==> config.mk <==
export PLATFORM = sky130hd
export DESIGN_NAME = hsv_core_commit_queue
export DESIGN_NICKNAME = d
export VERILOG_FILES = /design/src/rtl/hsv_core_commit_queue.sv
export SDC_FILE = /design/constraint.sdc
export NUM_CORES = 1
export LEC_CHECK = 0
export BUFFER_PORTS_ARGS = -buffer_cell sky130_fd_sc_hd__buf_2
export CAP_MARGIN = 10
export CELL_PAD_IN_SITES_DETAIL_PLACEMENT = 0
export CELL_PAD_IN_SITES_GLOBAL_PLACEMENT = 1
export CORE_ASPECT_RATIO = 0.6
export CORE_MARGIN = 2
export CORE_UTILIZATION = 35
export CTS_CLUSTER_SIZE = 40
export DETAILED_ROUTE_END_ITERATION = 8
export PLACE_DENSITY = 0.73
export SYNTH_ARGS = -nofsm -noshare
export SYNTH_HDL_FRONTEND = slang
export SYNTH_SLANG_ARGS = --single-unit
==> constraint.sdc <==
create_clock -name clk_core -period 2.24 [get_ports clk_core]
set_clock_uncertainty 0.1 [all_clocks]
set_input_delay 0.112 -clock clk_core [delete_from_list [all_inputs] [get_ports clk_core]]
set_output_delay 0.112 -clock clk_core [all_outputs]
set_load 0.01 [all_outputs]
==> src/rtl/hsv_core_commit_queue.sv <==
// hsv_core_commit_queue: execute-to-commit buffer.
// CHANNELS producers are arbitrated round-robin (at most one accept per
// cycle) into a DEPTH-entry FIFO that feeds the commit stage. A synchronous
// flush empties the queue on pipeline redirect without touching storage.
module hsv_core_commit_queue #(
    parameter int WIDTH    = 32,
    parameter int CHANNELS = 4,
    parameter int DEPTH    = 4,
    localparam int CW      = (CHANNELS > 1) ? $clog2(CHANNELS) : 1,
    localparam int PW      = $clog2(DEPTH),
    localparam int NW      = $clog2(DEPTH + 1)
) (
    input  logic                      clk_core,
    input  logic                      rst_core_n,
    input  logic                      flush,
    input  logic [CHANNELS-1:0]       in_valid,
    output logic [CHANNELS-1:0]       in_ready,
    input  logic [CHANNELS*WIDTH-1:0] in_data,
    output logic                      out_valid,
    input  logic                      out_ready,
    output logic [WIDTH-1:0]          out_data,
    output logic [CW-1:0]             out_channel,
    output logic [NW-1:0]             count
);

    logic [CW-1:0]       rr_last_r;
    logic [PW-1:0]       wp_r;
    logic [PW-1:0]       rp_r;
    logic [NW-1:0]       count_r;
    logic [WIDTH-1:0]    data_mem_r [DEPTH];
    logic [CW-1:0]       chan_mem_r [DEPTH];

    logic [CHANNELS-1:0] grant_s;
    logic [CW-1:0]       grant_idx_s;
    logic [CW-1:0]       cand_s;
    logic                found_s;
    logic                full_s;
    logic                empty_s;
    logic                push_s;
    logic                pop_s;
    logic [WIDTH-1:0]    sel_data_s;

    assign full_s  = (count_r == NW'(DEPTH));
    assign empty_s = (count_r == {NW{1'b0}});

    // Round-robin search: first valid channel after rr_last, wrapping around.
    always_comb begin
        found_s     = 1'b0;
        grant_idx_s = rr_last_r;
        cand_s      = rr_last_r;
        for (int k = 1; k <= CHANNELS; k++) begin
            cand_s = CW'((int'(rr_last_r) + k) % CHANNELS);
            if (!found_s && in_valid[cand_s]) begin
                found_s     = 1'b1;
                grant_idx_s = cand_s;
            end else begin
                found_s     = found_s;
            end
        end
    end

    // One-hot grant vector and the granted channel's payload.
    always_comb begin
        grant_s    = {CHANNELS{1'b0}};
        sel_data_s = {WIDTH{1'b0}};
        for (int i = 0; i < CHANNELS; i++) begin
            if (found_s && (grant_idx_s == CW'(i))) begin
                grant_s[i] = 1'b1;
                sel_data_s = in_data[i*WIDTH +: WIDTH];
            end else begin
                grant_s[i] = 1'b0;
            end
        end
    end

    // Accept only when there is room and no flush; out_ready is deliberately
    // not used here so a full queue never accepts in the same cycle as a pop.
    always_comb begin
        if (found_s && !full_s && !flush) begin
            push_s   = 1'b1;
            in_ready = grant_s;
        end else begin
            push_s   = 1'b0;
            in_ready = {CHANNELS{1'b0}};
        end
    end

    assign out_valid   = !empty_s && !flush;
    assign pop_s       = out_valid && out_ready;
    assign out_data    = data_mem_r[rp_r];
    assign out_channel = chan_mem_r[rp_r];
    assign count       = count_r;

    // Pointer, occupancy and arbiter state; flush wins over push and pop.
    always_ff @(posedge clk_core or negedge rst_core_n) begin
        if (!rst_core_n) begin
            wp_r      <= {PW{1'b0}};
            rp_r      <= {PW{1'b0}};
            count_r   <= {NW{1'b0}};
            rr_last_r <= CW'(CHANNELS - 1);
        end else if (flush) begin
            wp_r      <= {PW{1'b0}};
            rp_r      <= {PW{1'b0}};
            count_r   <= {NW{1'b0}};
        end else begin
            if (push_s) begin
                wp_r      <= wp_r + 1'b1;
                rr_last_r <= grant_idx_s;
            end
            if (pop_s) begin
                rp_r <= rp_r + 1'b1;
            end
            case ({push_s, pop_s})
                2'b10:   count_r <= count_r + 1'b1;
                2'b01:   count_r <= count_r - 1'b1;
                default: count_r <= count_r;
            endcase
        end
    end

    // Entry storage; not reset, only written on an accepted transfer.
    always_ff @(posedge clk_core) begin
        if (push_s) begin
            data_mem_r[wp_r] <= sel_data_s;
            chan_mem_r[wp_r] <= grant_idx_s;
        end
    end

endmodule

# ---- Yosys cells after proc, flatten, opt, wreduce, memory -nomap -nowiden
# Memories as Yosys holds them, arrays and structs flattened.
# Cells that the tools add are included.
dict set report word_totals {
  reg_bits 9
  ram_bits 136
  input_bits 136
  output_inout_bits 42
  elab_cells 82
  mem_count 2
}
# name words width rd rd_ports_with_merged_regs write_ports line
set memory_table {}
lappend memory_table {data_mem_r 4 32 1 0 1 30} ;# logic [WIDTH-1:0] data_mem_r [DEPTH];
lappend memory_table {chan_mem_r 4 2 1 0 1 31} ;# logic [CW-1:0] chan_mem_r [DEPTH];
dict set report classes {
  addsub 8
  order_cmp 4
  n_eq_ne 6
  muxes 34
  n_bitwise 1
  n_reduce_logical 23
}
# operator count
set op_table {}
lappend op_table {{$mux 32} 4}
lappend op_table {{$mux 2} 8}
lappend op_table {{$mux 1} 15}
lappend op_table {{$lt 2x3->1 const B} 4}
lappend op_table {{$logic_and 1x1->1} 11}
lappend op_table {{$add 2x1->2 const B} 4}
lappend op_table {{$bmux 1 s2} 4}
lappend op_table {{$eq 2x2->1 const B} 3}
lappend op_table {{$logic_not 1->1} 6}
lappend op_table {{$pmux 3 s2} 1}
lappend op_table {{$add 2x2->2 const B} 2}
lappend op_table {{$eq 2x1->1 const B} 2}
lappend op_table {{$mux 4} 1}
lappend op_table {{$reduce_bool 2->1} 2}
lappend op_table {{$add 3x1->3 const B} 1}
lappend op_table {{$eq 3x3->1 const B} 1}
lappend op_table {{$logic_not 3->1} 1}
lappend op_table {{$mux 3} 1}
lappend op_table {{$reduce_bool 3->1} 1}
lappend op_table {{$sub 3x1->3 const B} 1}
lappend op_table {{$logic_not 2->1} 1}
lappend op_table {{$reduce_and 2->1} 1}
lappend op_table {{$not 1->1} 1}

# ---- Logic depth before layout (Yosys ltp)
dict set report depth {
  word_depth 19
  depth_mapped 8
  ltp_nobuf 8
}

# ---- Worst setup path before layout
# OpenSTA, ideal clock, no wires.
dict set report synth_timing {
  path_kind {reg2reg}
  start {register count_r[2], in the netlist count[2]}
  end {memory chan_mem_r[1][0] in the netlist's numbering, enable pin}
  setup_time_ps 394
  t_arrival_ps 1985
  required_time_ps 1746
  path_slack_ps -239
  stages_incl_launch_ff 4
  synth_period_minus_slack_ps 2479
  cell_sequence {dfrtp_1 nor3b_1 nor3_1 and2_1}
}
dict set report synth_via {
  elab_chain_len 7
}
# element line
set synth_rtl {}
lappend synth_rtl {{start, declared} 29} ;# logic [NW-1:0] count_r;
lappend synth_rtl {{start signal, assigned} 99} ;# count_r <= {NW{1'b0}};
lappend synth_rtl {{start signal, assigned} 104} ;# count_r <= {NW{1'b0}};
lappend synth_rtl {{start signal, assigned} 114} ;# 2'b10: count_r <= count_r + 1'b1;
lappend synth_rtl {{$eq 3x3->1} 43} ;# assign full_s = (count_r == NW'(DEPTH));
lappend synth_rtl {{$logic_not 1->1} 79} ;# if (found_s && !full_s && !flush) begin
lappend synth_rtl {{$logic_and 1x1->1 (2 in series)} 79}
lappend synth_rtl {{$mux 1} 79}
lappend synth_rtl {{$mux 1} 123} ;# if (push_s) begin
lappend synth_rtl {{$mux 1 (implied by the code)} 125} ;# chan_mem_r[wp_r] <= grant_idx_s;
lappend synth_rtl {{end, declared} 31}
# No other way between the ends.

# ---- Worst setup path in the final report
dict set report layout_timing {
  start {register rr_last_r[1]}
  end {output port in_ready[3]}
}
dict set report layout_via {
  elab_chain_len 17
}
# element line
set layout_rtl {}
lappend layout_rtl {{start, declared} 26} ;# logic [CW-1:0] rr_last_r;
lappend layout_rtl {{start signal, assigned} 100} ;# rr_last_r <= CW'(CHANNELS - 1);
lappend layout_rtl {{start signal, assigned} 108} ;# rr_last_r <= grant_idx_s;
lappend layout_rtl {{$add 2x1->2} 52} ;# cand_s = CW'((int'(rr_last_r) + k) % CHANNELS);
lappend layout_rtl {{$bmux 1 s2} 53} ;# if (!found_s && in_valid[cand_s]) begin
lappend layout_rtl {{$mux 1 (implied by the code)} 53}
lappend layout_rtl {{$mux 1} 53}
lappend layout_rtl {{$logic_not 1->1} 53}
lappend layout_rtl {{$logic_and 1x1->1} 53}
lappend layout_rtl {{$mux 1} 53}
lappend layout_rtl {{$logic_not 1->1} 53}
lappend layout_rtl {{[... 2 more ...]} n/a}
lappend layout_rtl {{$logic_not 1->1} 53}
lappend layout_rtl {{$logic_and 1x1->1} 53}
lappend layout_rtl {{$mux 2 (*)} 53}
lappend layout_rtl {{named net grant_idx_s[1]} 34} ;# logic [CW-1:0] grant_idx_s;
lappend layout_rtl {{$eq 2x2->1 (*)} 67} ;# if (found_s && (grant_idx_s == CW'(i))) begin
lappend layout_rtl {{$logic_and 1x1->1 (*)} 67}
lappend layout_rtl {{$mux 1 (*)} 67}
lappend layout_rtl {{$mux 4 (*)} 79}
lappend layout_rtl {{end, declared} 17} ;# output logic [CHANNELS-1:0] in_ready,
# Mark *: on every way through the listed nets, which the timed path passes. The rest lies on a longest branch. The select of a mux whose other input is x is not followed.

==> metrics.cfg <==
[setup_path]
cp-end-kind=output pin
crit_type=reg2out
cp.arrival_ns=2.17
critPathMaxFanout=8
ff2ff_setup_slack_ns=-0.13
critPathSlowestCell=dfstp_2
required_ns=2.03
worst_setup_path_start_kind=register
cpPeakStageDelay_ns=0.62
worstPathCellList=buf_6 > nor3b_4 > a211oi_2 > nor3b_4 > buf_12 > and2_4 > buf_6

[route]
drc_errors=0
viasPerCell=5.122
dr.pass1.iters=4
drt_iter0_markers=330
finalWirelength_mm=17.59
num_vias=4543
ant_nets=0
wl_per_cell_um=19.83

[cts]
clock_path_buffers=2
clock_tree.root_cell=clkbuf_16
cts_tree=done
cts_made_buffers=17
clock_latency_ns=0.41
path_clk_slew_ns=0.06
cts.sinks=145
cts_max_level=4

[layout]
seq_area_sq_um=4317
multi_input_area_sq_um=2701
fin_cells=887
n_fill_cell=1478
synthToLayoutAreaGrowth_pct=47.48
layout_common_cells=buf_2, edfxtp_1, nor2_1, dlygate4sd3_1, mux4_2
drive_above_1_share_pct=57.83
nNetsFinal=774
layout_commonest_cell=buf_2

[global_route]
grt_usage_pct=17.44
grt-ovfl-total=0
antenna_found_initial=2
grt_util_met1_pct=22.97
grt_start_max_net_pins=21
top_usage_layer=met2
use_met3_pct=4.205
met2_usage_pct=29.09
grt_first_pass_wirelength_mm=25.65
first_global_vias=4693

[power_and_ir_drop]
p_clk_share_pct=23.2
comb_power_share_pct=41.9
p_switching_mw=3.923
ir_worst_vdd_uv=603.1
p_leak_nw=3.538
power_frac_seq_pct=34.9
swShare_pct=33.57
power.density_nw_per_um2=1205
p_int_mw=7.761
power_mw=11.68

[synthesis]
syn_nets=520
async_flop_share_pct=6.207
syn_inst=379
synth_flop_cell=edfxtp_1
postSynthAreaPerCell_sq_um=17.35
synth_edf_count=136
netlist_area_sq_um=6575
ys_seq_elements=145
yosysSeqAreaShare_pct=65.58
synth_cell_types=45
ys_warn_count=0

[placed_design]
numPortBuffers=177
dp_hpwl_mm=11.58
gp_congestion=0.7921
place_inst=797
preCtsSetupSlack_ns=-0.08117

[status]
violations=negative hold slack, negative setup slack
status=finished with violations

[timing]
hold_violations=4
worstMarginPinSlew_ns=0.5159
holdWs_ns=-0.01010
min_period_ns=2.384
fin_crit_sh_pct=106.4
rsz0062_at_grt=true
setup_violations=94
maxSlewViolCount=0
slew_headroom_pct=65.42
clock.fmax_ghz=0.4194
setup_ws_ns=-0.1444

[floorplan]
fp.dieW_um=180.9
dieArea_sq_um=19930
core-area_sq_um=18260
core.rowCount=38
die-height_um=110.2
io_pins=178
start_util_pct=36.01

[run]
drv_cap=0

[min_path]
hp-class=in2reg

-- flip-flops by register name (all words and copies together), names as in the netlist --
name / count
data_mem_r: 128
chan_mem_r: 8
count: 3
rp_r: 2
rr_last_r: 2
wp_r: 2
-- layout make-up --
class                   count  area share, %
multi-input cells         202          27.86
inverters                   5         0.1935
repair buffers            262          18.37
diodes                      2        0.05161
clock buffers              17          4.387
flip-flops and latches    145          44.52
well taps                 240          3.097
clock inverters            14          1.523
-- routing by layer --
metal	up-vias	part of all wire, %
li1	2077	-
met1	2282	45
met2	168	48
met3	16	5.7
met4	0	1.0
met5	-	0
-- kinds of logic after synthesis --
logic type               count (synthesis)  share of synthesized area, %
adder cells (fa/ha/maj)                  5                         1.066
AND/OR/NAND/NOR                         73                         5.519
AO/OA/AOI/OAI                           83                         11.42
multiplexers                            35                         11.80
buffers and inverters                   32                         3.825
XOR/XNOR                                 6                        0.7992
flip-flops                             145                         65.58
-- metrics by stage --
step | instance area [sq um] | utilization [%] | TNS [ns]
final | 9697 | 53.11 | -8.660
after global routing | 9692 | 53.08 | -14.69
after CTS | 9016 | 49.38 | -8.672
after detailed placement | 7821 | 42.84 | -0.7844
after global placement | 7821 | 42.84 | -0.04095
after floorplan | 6580 | - | 0
-- critical path: cells and delay by family (launching register included) --
kind                   cells  cell delay (ns)
flip-flops                 1             0.62
AND/OR/NAND/NOR            3             0.51
buffers and inverters      3             0.37
AO/OA/AOI/OAI              1             0.26
-- cell usage after synthesis, drive strengths merged (3+ instances only) --
master,n,area (sq um)
o21ai,7,35.03
mux4,34,765.7
o2bb2ai,32,280.3
and2,6,37.54
ha,4,50.05
nand2,4,15.01
dfrtp,7,175.2
edfxtp,136,4084
inv,5,18.77
a221oi,32,349.1
nor3b,3,38.79
xnor2,4,35.03
a21oi,6,33.78
buf,16,131.4
nor2,48,182.7
clkbuf,11,101.4
-- final timing paths --
kind                                          start                          end  cells after the start
hold reg to reg                 wp_r[0]$_DFFE_PN0P_          wp_r[0]$_DFFE_PN0P_                      2
setup reg to reg           rr_last_r[1]$_DFFE_PN1P_  data_mem_r[1][21]$_DFFE_PP_                      9
min in group asynchronous                rst_core_n     rr_last_r[0]$_DFFE_PN1P_                      2
max in group asynchronous                rst_core_n          rp_r[0]$_DFFE_PN0P_                      3
setup / recovery           rr_last_r[1]$_DFFE_PN1P_                  in_ready[3]                      7
hold / removal                          in_data[82]  data_mem_r[1][18]$_DFFE_PP_                      3
-- power by group through the flow --
stage / clock, mW / combinational (mW) / sequential [mW]
after detailed placement: 0 / 3.65 / 4.14
after CTS: 2.75 / 4.15 / 4.08
after global placement: 0 / 3.57 / 4.10
after global routing: 2.88 / 5.23 / 4.13
final: 2.71 / 4.90 / 4.08
after floorplan: 0 / 2.39 / 4.05
-- timing repair --
action                                  CTS  global route
cloned                                    1             0
pin swaps                                 1             5
hold buffers                             34             8
setup buffers                            10             4
resized for setup                        30            78
endpoints found under the setup margin  112           133
hold endpoints to repair                140            26
(Power assumes the default switching activity.)
